===== src/rtl/red_pkg.sv =====
// Shared types and defaults for the red_seq multi-cycle lane reduction unit.
// The optional saturating lane mode is compiled in with RED_SAT_EN.
package red_pkg;

    typedef enum logic [1:0] {
        IDLE  = 2'd0,
        ACCUM = 2'd1,
        DONE  = 2'd2
    } red_state_e;

    localparam int RED_WIDTH         = 16;
    localparam int RED_LANE_W        = 4;
    localparam int RED_LANES_PER_CYC = 1;

    // Number of accumulate cycles needed to cover every lane pair.
    function automatic int red_ngrp(input int width, input int lane_w, input int lanes_per_cyc);
        return (width / lane_w) / lanes_per_cyc;
    endfunction

endpackage


===== src/rtl/red_lane_add.sv =====
// Single lane-pair adder; with RED_SAT_EN the sum clamps to the lane maximum
// when the latched sat flag is set.
module red_lane_add
    import red_pkg::*;
#(
    parameter int LANE_W = RED_LANE_W
) (
    input  logic [LANE_W-1:0] a,
    input  logic [LANE_W-1:0] b,
`ifdef RED_SAT_EN
    input  logic              sat,
`endif
    output logic [LANE_W:0]   s
);

    logic [LANE_W:0] raw;

    assign raw = {1'b0, a} + {1'b0, b};

`ifdef RED_SAT_EN
    assign s = (sat && raw[LANE_W]) ? {1'b0, {LANE_W{1'b1}}} : raw;
`else
    assign s = raw;
`endif

endmodule


===== src/rtl/red_seq.sv =====
// Multi-cycle lane-pair reduction with valid/ready handshakes on both sides.
// Optional saturating lane mode (and the sat port) enabled by RED_SAT_EN.
//
// state | meaning
// IDLE  | in_ready high, waiting for operands
// ACCUM | summing LANES_PER_CYC lane pairs per cycle into acc
// DONE  | out_valid high, Out/ovf held until out_ready
module red_seq
    import red_pkg::*;
#(
    parameter int WIDTH         = RED_WIDTH,
    parameter int LANE_W        = RED_LANE_W,
    parameter int LANES_PER_CYC = RED_LANES_PER_CYC
) (
    input  logic             clk,
    input  logic             rst,
    input  logic             in_valid,
    output logic             in_ready,
    input  logic [WIDTH-1:0] In1,
    input  logic [WIDTH-1:0] In2,
`ifdef RED_SAT_EN
    input  logic             sat,
`endif
    output logic             out_valid,
    input  logic             out_ready,
    output logic [WIDTH-1:0] Out,
    output logic             ovf
);

    localparam int NLANES = WIDTH / LANE_W;
    localparam int NGRP   = red_ngrp(WIDTH, LANE_W, LANES_PER_CYC);
    localparam int IDX_W  = $clog2(NLANES + 1);
    localparam int GRP_W  = LANE_W * LANES_PER_CYC;
    // acc plus one group sum is always below 2^(WIDTH+2)
    localparam int SUM_W  = WIDTH + 2;

    red_state_e       state;
    logic [WIDTH-1:0] a_q;
    logic [WIDTH-1:0] b_q;
    logic [WIDTH-1:0] acc;
    logic [IDX_W-1:0] idx;
    logic [LANE_W:0]  lane_s [LANES_PER_CYC];
    logic [SUM_W-1:0] grp_sum;
    logic [SUM_W-1:0] acc_next;
    logic             last_grp;
`ifdef RED_SAT_EN
    logic             sat_q;
`endif

    // Operands shift down each cycle so the current group always sits at the LSBs.
    for (genvar j = 0; j < LANES_PER_CYC; j++) begin : g_lane
        red_lane_add #(.LANE_W(LANE_W)) u_add (
            .a   (a_q[j*LANE_W +: LANE_W]),
            .b   (b_q[j*LANE_W +: LANE_W]),
`ifdef RED_SAT_EN
            .sat (sat_q),
`endif
            .s   (lane_s[j])
        );
    end

    always_comb begin
        grp_sum = '0;
        for (int j = 0; j < LANES_PER_CYC; j++) begin
            grp_sum = grp_sum + SUM_W'(lane_s[j]);
        end
    end

    assign acc_next  = SUM_W'(acc) + grp_sum;
    assign last_grp  = (idx == IDX_W'(NLANES - LANES_PER_CYC));
    assign in_ready  = (state == IDLE);
    assign out_valid = (state == DONE);

    always_ff @(posedge clk or posedge rst) begin
        if (rst) begin
            state <= IDLE;
            a_q   <= '0;
            b_q   <= '0;
            acc   <= '0;
            idx   <= '0;
            Out   <= '0;
            ovf   <= 1'b0;
`ifdef RED_SAT_EN
            sat_q <= 1'b0;
`endif
        end else begin
            case (state)
                IDLE: begin
                    if (in_valid) begin
                        a_q   <= In1;
                        b_q   <= In2;
`ifdef RED_SAT_EN
                        sat_q <= sat;
`endif
                        acc   <= '0;
                        idx   <= '0;
                        ovf   <= 1'b0;
                        state <= ACCUM;
                    end
                end
                ACCUM: begin
                    acc <= acc_next[WIDTH-1:0];
                    a_q <= a_q >> GRP_W;
                    b_q <= b_q >> GRP_W;
                    idx <= idx + IDX_W'(LANES_PER_CYC);
                    if (|acc_next[SUM_W-1:WIDTH]) begin
                        ovf <= 1'b1;
                    end
                    if (last_grp) begin
                        Out   <= acc_next[WIDTH-1:0];
                        state <= DONE;
                    end
                end
                DONE: begin
                    if (out_ready) begin
                        state <= IDLE;
                    end
                end
                default: state <= IDLE;
            endcase
        end
    end

endmodule


===== config.mk =====
export PLATFORM = sky130hd
export DESIGN_NAME = red_seq
export DESIGN_NICKNAME = d
export VERILOG_FILES = /design/src/rtl/red_pkg.sv /design/src/rtl/red_lane_add.sv /design/src/rtl/red_seq.sv
export SDC_FILE = /design/constraint.sdc
export NUM_CORES = 1
export LEC_CHECK = 0
export CAP_MARGIN = 20
export CORE_ASPECT_RATIO = 1.75
export CORE_UTILIZATION = 48
export DETAILED_ROUTE_END_ITERATION = 10
export GPL_ROUTABILITY_DRIVEN = 0
export PLACE_DENSITY_LB_ADDON = 0.2
export SYNTH_ARGS = -nofsm -noshare
export SYNTH_HDL_FRONTEND = slang
export SYNTH_SLANG_ARGS = --single-unit

===== constraint.sdc =====
create_clock -name clk -period 2.7 [get_ports clk]
set_clock_uncertainty 0.15 [all_clocks]
set_input_delay 0.54 -clock clk [delete_from_list [all_inputs] [get_ports clk]]
set_output_delay 0.54 -clock clk [all_outputs]
set_load 0.01 [all_outputs]

* Word level (Yosys, flattened, before mapping) *
Index checks and enable logic that the tools add are counted.

cells by class
  add/subtract/negate cells = 3
  equal/unequal tests = 7
  multiplexer cells = 15
  reductions and logical operators = 7

operators with widths
  cell                   number
  $pmux W16 S2           3
  $mux W16               3
  $add A16 B5 Y17        1
  $mux W2                3
  $ne A2 B2 Y1 const B   3
  $pmux W2 S3            1
  $pmux W3 S2            1
  $reduce_and A3 Y1      2
  $add A4 B4 Y5          1
  $reduce_and A2 Y1      2
  $add A3 B1 Y3 const B  1
  $eq A3 B2 Y1 const B   1
  $mux W3                1
  $eq A2 B1 Y1 const B   1
  $eq A2 B2 Y1 const B   1
  $logic_not A2 Y1       1
  $mux W1                2
  $ne A2 B1 Y1 const B   1
  $pmux W1 S2            1
  $reduce_bool A2 Y1     1
  $reduce_or A2 Y1       1

word-level totals
  register bits = 70
  input port bits = 36
  word-level logic and storage cells = 39

* Longest topological paths before layout *
Gate-level depths: netlist of run 1.

  depth in word-level cells = 5
  gate-level depth with buffers = 11
  mapped depth without buffers = 11

* Hierarchy *
A second synthesis of run 1 with hierarchy kept.

second synthesis, totals
  cell total of the unflattened synthesis = 421
  area total of the unflattened synthesis = 3871.2 sq um

modules (own cells, without submodules)
  module        times used  cells an instance  area each (sq um)  sequential area each (sq um)
  red_seq       1           405                3734.8             1751.7
  red_lane_add  1           16                 136.4              0.0

* Worst setup path before layout of run 1 *
No wires, ideal clock.

  path type = reg2reg
  start point = register a_q[1]
  end point = register acc[15]
  library setup time = 76 ps
  data arrival time = 2567 ps
  data required time = 2474 ps
  slack = -94 ps
  stages on the path, launching flop included = 10
  path buffers = 0
  clock period less this slack = 2794 ps
  path through = dfrtp_1 > fa_1 > ha_1 > inv_1 > fa_1 > nand2b_1 > a21oi_2 > nand4_4 > or3_1 > o21ai_1

between the ends
  longest elaborated chain between the ends = 3

ends and longest elaborated chain
  item                    RTL line            text
  from (decl)             red_seq.sv:38       logic [WIDTH-1:0] a_q;
  from (signal assigned)  red_seq.sv:90       a_q <= In1;
  from (signal assigned)  red_seq.sv:103      a_q <= a_q >> GRP_W;
  $add A4 B4 Y5           red_lane_add.sv:18  assign raw = {1'b0, a} + {1'b0, b};
  $add A16 B5 Y17         red_seq.sv:69       assign acc_next = SUM_W'(acc) + grp_sum;
  $pmux W16 S2            red_seq.sv:87       case (state)
  to (signal assigned)    red_seq.sv:102      acc <= acc_next[WIDTH-1:0];
  to (decl)               red_seq.sv:40       logic [WIDTH-1:0] acc;

No other way between the ends.
A chain may end at the register's enable or synchronous reset.

* Worst setup path in the final report of run 1 *
  start point = register a_q[1]
  end point = register acc[9]

Same word-level chain as after synthesis.

==> impl_metrics.json, run 1 <==
{
  "slew_limit_headroom_pct": 64.5,
  "vdd_ir_drop_max_uv": 684,
  "nFillCells": 553,
  "worstSetupEndpointType": "flip-flop",
  "total_routing_usage_gr_pct": 23.3,
  "synth.yosys.seq_area_share_pct": 49.9,
  "vias": 2852,
  "io_pins": 55,
  "fin_nets": 477,
  "maxSlewViolCount": 0,
  "buffer_ports.inserted": 54,
  "maxCapViolCount": 0,
  "crit_type": "reg -> reg",
  "initial_antenna_violation_count": 0,
  "multi_input_area_sq_mm": 0.00163,
  "clock-root-buffer": "clkbuf_16",
  "die_x_microns": 66.6,
  "hp-class": "reg -> reg",
  "postRouteWirelength_mm": 7.84,
  "grt-ovfl-total": 0,
  "mappedNetlistNets": 417,
  "synthesis.area_sq_mm": 0.00351,
  "core_region_area_sq_mm": 0.00696,
  "result_of_the_run": "finished with violations",
  "post-route-period-util_pct": 103,
  "worstPathRequired_ns": 2.76,
  "violations_in_the_final_reports": "setup timing",
  "worst_path_largest_cell_delay_ns": 0.55,
  "dpl.hpwl_mm": 5.41,
  "critical_path.n_buffers_inverters": 2,
  "ant_nets": 0,
  "layout_min_cycle_time_ns": 2.77,
  "max-clock-path-buffers": 2,
  "drt_pass_1_iters": 6,
  "drc_errors": 0,
  "rsz0062_at_grt": "yes",
  "fp.dieH_microns": 115,
  "timing.critical_path.from_type": "flip-flop",
  "synth_warnings": 0,
  "sequential_cell_area_sq_mm": 0.00175,
  "p_per_area_mw_per_mm2": 1160,
  "wl_met3_microns": 247,
  "max_freq_ghz": 0.361,
  "critical_path.top_delay_family": "adder cells",
  "clock_tree_from_tritoncts": "done",
  "timing.final.hold_violations": 0,
  "htree_num_levels": 3,
  "path_max_fanout": 6,
  "reg2reg_setup_slack_ns": -0.07,
  "grt_pass1_wl_mm": 13.3,
  "first_iter_violations": 163,
  "synth_cells": 370,
  "yosys_register_bits": 70,
  "holdBufCountCts": 0,
  "met2RoutedLength_mm": 4.36,
  "dr.max_layer_used": "met4",
  "async_flop_share_pct": 100,
  "routedWlPerCell_microns": 15.1,
  "area_growth_pct": 30.5,
  "finalHoldWorstSlack_ns": 0.321,
  "synth_enable_flop_cells": 0,
  "worst_setup_hold_path_clk_slew_ns": 0.05,
  "final_instance_count_excl_fillers": 519,
  "path_cells": "fa_1 -> ha_2 -> inv_2 -> fa_2 -> nand2b_4 -> a21oi_4 -> buf_6 -> a31oi_1 -> o21ai_0 -> o31ai_1",
  "grt_pass1_vias": 2932,
  "power_leakage_nw": 2.06,
  "n_antenna_cell": 0,
  "number_of_distinct_standard_cells_referenced_by_the_synthesized_netlist": 41,
  "rows": 40,
  "largest_net_degree_at_the_start_of_global_routing": 71,
  "postLayoutSetupSlackWorst_ns": -0.0695,
  "clk_lat_worst_skew_ns": 0.33,
  "synth-main-ff-cell": "dfrtp_1",
  "final-setup-viol-count": 1,
  "drt-met1-wl_mm": 3.07,
  "post_synth.cell_area_avg_sq_um": 9.48,
  "clock_sinks": 70,
  "placedCellCount": 499,
  "worst_slew_pin_slew_ns": 0.531,
  "layout-drive-gt1-share_pct": 11.5,
  "dr_vias_cell": 5.50,
  "fp.dieArea_sq_mm": 0.00767,
  "initial_utilization_pct": 50.4,
  "critPathArrivalTime_ns": 2.83,
  "number_of_buffers_inserted_during_clock_tree_synthesis": 9,
  "crit_path_top_delay_cell": "fa_1"
}
-- layer usage --
layer / vias up / GRT usage, %
li1: 1403 / -
met1: 1354 / 25.4
met5: - / 0
met3: 20 / 4.86
met4: 0 / 9.65
met2: 75 / 42.6
-- state kept, by name (all words and copies together), names as in the netlist --
name   count
a_q       16
b_q       16
Out       16
state      2
acc       16
idx        3
ovf        1
-- synthesized netlist by cell type (5+ instances only) --
cell type	instances	area share, %
a21oi_1	31	4.4
a22oi_1	10	2.1
a31oi_1	5	0.89
and3b_1	14	3.5
clkbuf_1	23	2.5
dfrtp_1	70	50
fa_1	5	2.9
ha_1	6	2.1
inv_1	11	1.2
nand2_1	57	6.1
nand3_1	16	2.3
nor2_1	8	0.86
nor2b_1	13	2.3
o21ai_0	37	5.3
o21ai_1	10	1.4
o31ai_1	5	1.1
xor2_1	10	2.5
-- worst reg2reg max path, delay by kind of cell, from the launching register on --
family | cells | cell delay (ns)
adder cells (fa/ha/maj) | 3 | 1.07
flip-flops | 1 | 0.40
AO/OA/AOI/OAI | 4 | 0.68
AND/OR/NAND/NOR | 1 | 0.16
buffers and inverters | 2 | 0.20
-- kinds of logic (layout without fill, tap and decap cells) --
logic type	after synthesis	count (layout)	synth area share, %
AOI/OAI and AO/OA	113	113	18.7
xor gates and xnor gates	12	12	3.00
adders and majority gates	11	11	4.99
buffers and inverters	39	104	4.46
DFF	70	70	49.9
muxes	1	1	0.321
and+or+nand+nor	124	124	18.6
-- cells in the final DEF (no fill, tap or decap), drive strengths merged --
cell type | synthesis | layout
or2 | 1 | 1
nand2 | 57 | 57
nand4 | 4 | 4
o211ai | 2 | 2
ha | 6 | 6
bufinv | 0 | 2
a22oi | 10 | 10
xnor2 | 2 | 2
o31ai | 5 | 5
nor3 | 1 | 1
nand2b | 4 | 4
a21oi | 32 | 32
clkdlybuf4s50 | 0 | 54
xor2 | 10 | 10
a2bb2oi | 1 | 1
fa | 5 | 5
mux2 | 1 | 1
nor2 | 8 | 8
clkbuf | 23 | 12
o21ba | 1 | 1
a31oi | 5 | 5
clkinv | 0 | 2
and3b | 14 | 14
inv | 11 | 11
and4 | 1 | 1
o21a | 1 | 1
o22ai | 4 | 4
and3 | 1 | 1
dfrtp | 70 | 70
a22o | 3 | 3
o21ai | 47 | 47
or3 | 3 | 3
nor2b | 13 | 13
a41oi | 1 | 1
nand3 | 17 | 17
a211oi | 1 | 1
buf | 5 | 23
-- final timing paths --
check | startpoint | end | cells after the start
max | a_q[1]$_DFFE_PP0P_ | acc[9]$_DFFE_PP0P_ | 10
min | b_q[14]$_DFFE_PP0P_ | b_q[14]$_DFFE_PP0P_ | 2
max reg2reg | a_q[1]$_DFFE_PP0P_ | acc[9]$_DFFE_PP0P_ | 10
min reg2reg | b_q[14]$_DFFE_PP0P_ | b_q[14]$_DFFE_PP0P_ | 2
max in group asynchronous | rst | Out[1]$_DFFE_PP0P_ | 3
min in group asynchronous | rst | ovf$_DFFE_PP0P_ | 3
-- area by class of cell --
type                            count  area share [%]
Clock inverter                      4            1.53
Inverter                           11           0.902
Timing Repair Buffer               77            15.9
Sequential cell                    70            38.3
Clock buffer                       12            5.39
Tap cell                           84            2.30
Multi-Input combinational cell    261            35.7
-- metrics by stage --
stage	total power, mW	setup WS, ns	cell area [sq um]	util [%]	TNS [ns]
after global placement	3.99	0.0176	4210	60.5	0
after CTS	5.36	0.0102	4540	65.2	0
after detailed placement	4.07	-0.0406	4210	60.5	-0.0406
after floorplan	3.19	0.0213	3520	-	0
final	5.31	-0.0695	4580	65.8	-0.0695
after global routing	5.73	-0.189	4580	65.8	-0.705
-- repair_timing --
action / in CTS / in global routing
pin swaps: 2 / 4
buffers inserted: 1 / 3
cloned: 0 / 0
endpoints found under the setup margin: 1 / 6
gates resized for setup: 2 / 4
-- where the power goes --
group / switching [mW] / total, mW / internal [mW]
registers: 0.294 / 1.73 / 1.44
logic: 1.27 / 2.34 / 1.07
clock network: 0.411 / 1.24 / 0.830
total: 1.97 / 5.31 / 3.33
Note: power is estimated with default switching activity, not from simulation.
==> run 2: changes to the inputs <==
CORE_UTILIZATION = 54   (was 48)
SLEW_MARGIN = 30   (was not set)
clock period = 3.03 ns   (was 2.7 ns; I/O delays follow)
==> run 2 against run 1 <==
Against the previous run:
- the run now ends clean
- clock power fell by 47%
- combinational power fell by 15%
- wire length fell by 4.7%
- final cell count fell by 2.9%
- sequential cell count did not move
- first-iteration DRC count fell by 29%
- worst setup slack improved by 0.28 ns
- critical endpoint is now acc[15]$_DFFE_PP0P_
- highest routed layer unchanged
==> impl_metrics.json, run 2 (synthesis gave the netlist of run 1 again) <==
{
  "worstSetupEndpointType": "flip-flop",
  "path_max_fanout": 10,
  "ant_nets": 0,
  "rsz0062_at_grt": "no",
  "cts-resized-gates": 0,
  "total_routing_usage_gr_pct": 24.4,
  "fin_setup_tns_ns": 0,
  "critical_path.n_buffers_inverters": 2,
  "placedCellCount": 489,
  "clock_tree_from_tritoncts": "done",
  "dpl.hpwl_mm": 5.21,
  "holdBufCountCts": 0,
  "path_cells": "fa_1 -> ha_1 -> inv_1 -> fa_1 -> nand2b_1 -> a21oi_2 -> buf_4 -> nand4_4 -> or3_1 -> o21ai_1",
  "slew_limit_headroom_pct": 52.7,
  "grt_pass1_vias": 2716,
  "number_of_buffers_inserted_during_clock_tree_synthesis": 9,
  "postLayoutSetupSlackWorst_ns": 0.211,
  "grt-ovfl-total": 0,
  "vdd_ir_drop_max_uv": 561,
  "initial_antenna_violation_count": 0,
  "die_x_microns": 62.9,
  "clock-root-buffer": "clkbuf_8",
  "layout_min_cycle_time_ns": 2.82,
  "intPower_mw": 2.48,
  "drt_pass_1_iters": 5,
  "maxSlewViolCount": 0,
  "clock_sinks": 70,
  "largest_net_degree_at_the_start_of_global_routing": 71,
  "timing.critical_path.from_type": "flip-flop",
  "seq_power_share_pct": 36.0,
  "fp.dieArea_sq_mm": 0.00683,
  "drc_errors": 0,
  "worst_setup_hold_path_clk_slew_ns": 0.07,
  "critical_path.most_common_cell": "fa_1",
  "initial_utilization_pct": 56.3,
  "post-route-period-util_pct": 93.0,
  "layout-drive-gt1-share_pct": 7.78,
  "postRouteWirelength_mm": 7.47,
  "area_growth_pct": 22.9,
  "result_of_the_run": "finished, final reports clean",
  "combinationalPowerShare_pct": 48.1,
  "grt_pass1_wl_mm": 12.7,
  "core_region_area_sq_mm": 0.00623,
  "clk_lat_worst_skew_ns": 0.35,
  "vias": 2855,
  "n_antenna_cell": 0,
  "crit_type": "reg -> reg",
  "power_leakage_nw": 1.94,
  "htree_num_levels": 3,
  "switchingPower_mw": 1.68,
  "maxCapViolCount": 0,
  "power.clock.fraction_pct": 15.9,
  "io_pins": 55,
  "worst_path_largest_cell_delay_ns": 0.54,
  "finalHoldWorstSlack_ns": 0.316,
  "critPathArrivalTime_ns": 2.94,
  "p_per_area_mw_per_mm2": 965,
  "hp-class": "reg -> reg",
  "most_frequent_standard_cell_in_the_layout_excluding_fill_and_tap_cells": "dfrtp_1",
  "worst_slew_pin_slew_ns": 0.710,
  "nFillCells": 517,
  "dp_slack_ns": 0.228,
  "max_freq_ghz": 0.355,
  "final-setup-viol-count": 0,
  "first_iter_violations": 115,
  "critical_path.top_delay_family": "adder cells",
  "fin_nets": 467,
  "commonest_cells_after_routing_fill_and_taps_aside": "dfrtp_1, nand2_1, clkdlybuf4s50_1",
  "routedWlPerCell_microns": 14.8,
  "crit_path_top_delay_cell": "fa_1",
  "dr_vias_cell": 5.66,
  "postCtsSetupBuffers": 0,
  "final_instance_count_excl_fillers": 504,
  "timing.final.hold_violations": 0,
  "max-clock-path-buffers": 2,
  "fp.dieH_microns": 109,
  "buffer_ports.inserted": 54,
  "rows": 38,
  "worstPathRequired_ns": 3.16,
  "swShare_pct": 40.3
}
==> run 2: worst paths after layout <==
path	slack, ns	depth (start not counted)	startpoint	endpoint
setup reg to reg	0.21	10	a_q[1]$_DFFE_PP0P_	acc[15]$_DFFE_PP0P_
min in group asynchronous	0.50	3	rst	Out[14]$_DFFE_PP0P_
hold reg to reg	0.32	2	b_q[13]$_DFFE_PP0P_	b_q[13]$_DFFE_PP0P_
hold / removal	0.32	2	b_q[13]$_DFFE_PP0P_	b_q[13]$_DFFE_PP0P_
setup / recovery	0.21	10	a_q[1]$_DFFE_PP0P_	acc[15]$_DFFE_PP0P_
max in group asynchronous	1.93	3	rst	b_q[10]$_DFFE_PP0P_
==> run 2: area by class of cell <==
class | count | area [sq um] | share of cell area, %
clock buffer | 14 | 163 | 3.77
clock inverter | 1 | 5.00 | 0.116
inverter | 11 | 41.3 | 0.958
multi-input combinational | 261 | 1600 | 37.1
sequential | 70 | 1750 | 40.6
tap | 80 | 100 | 2.32
timing repair buffer | 67 | 651 | 15.1
==> run 2: worst register-to-register path: stages (launching register included) <==
cell      delay (ns)
dfrtp_1         0.40
fa_1            0.54
ha_1            0.19
inv_1           0.07
fa_1            0.39
nand2b_1        0.19
a21oi_2         0.12
buf_4           0.18
nand4_4         0.12
or3_1           0.32
o21ai_1         0.08
==> run 2: power groups by stage <==
| stage | Combinational [mW] | Sequential (mW) | Clock (mW) |
|---|---|---|---|
| after global placement | 1.92 | 1.50 | 0 |
| final | 2.00 | 1.50 | 0.662 |
| after floorplan | 1.31 | 1.49 | 0 |
| after CTS | 2.02 | 1.50 | 0.672 |
| after global routing | 2.23 | 1.54 | 0.709 |
| after detailed placement | 2.01 | 1.52 | 0 |
==> run 2: routing by layer <==
metal / GRT usage [%] / share of wire [%]
met5: 0 / 0
met4: 9.47 / 1.3
met3: 6.17 / 3.9
met2: 42.5 / 54
met1: 28.6 / 41
==> run 2: through the flow <==
stage	util, %	area, sq um	power [mW]
after CTS	69.2	4310	4.19
final	69.2	4310	4.16
after global routing	69.2	4310	4.48
after detailed placement	66.5	4140	3.53
after global placement	66.5	4140	3.42
after floorplan	-	3510	2.81
==> run 3: changes to the inputs <==
SKIP_LAST_GASP = 1   (was not set)
==> results of run 3 <==
Final layout, timing and power as in run 2 (identical DEF).
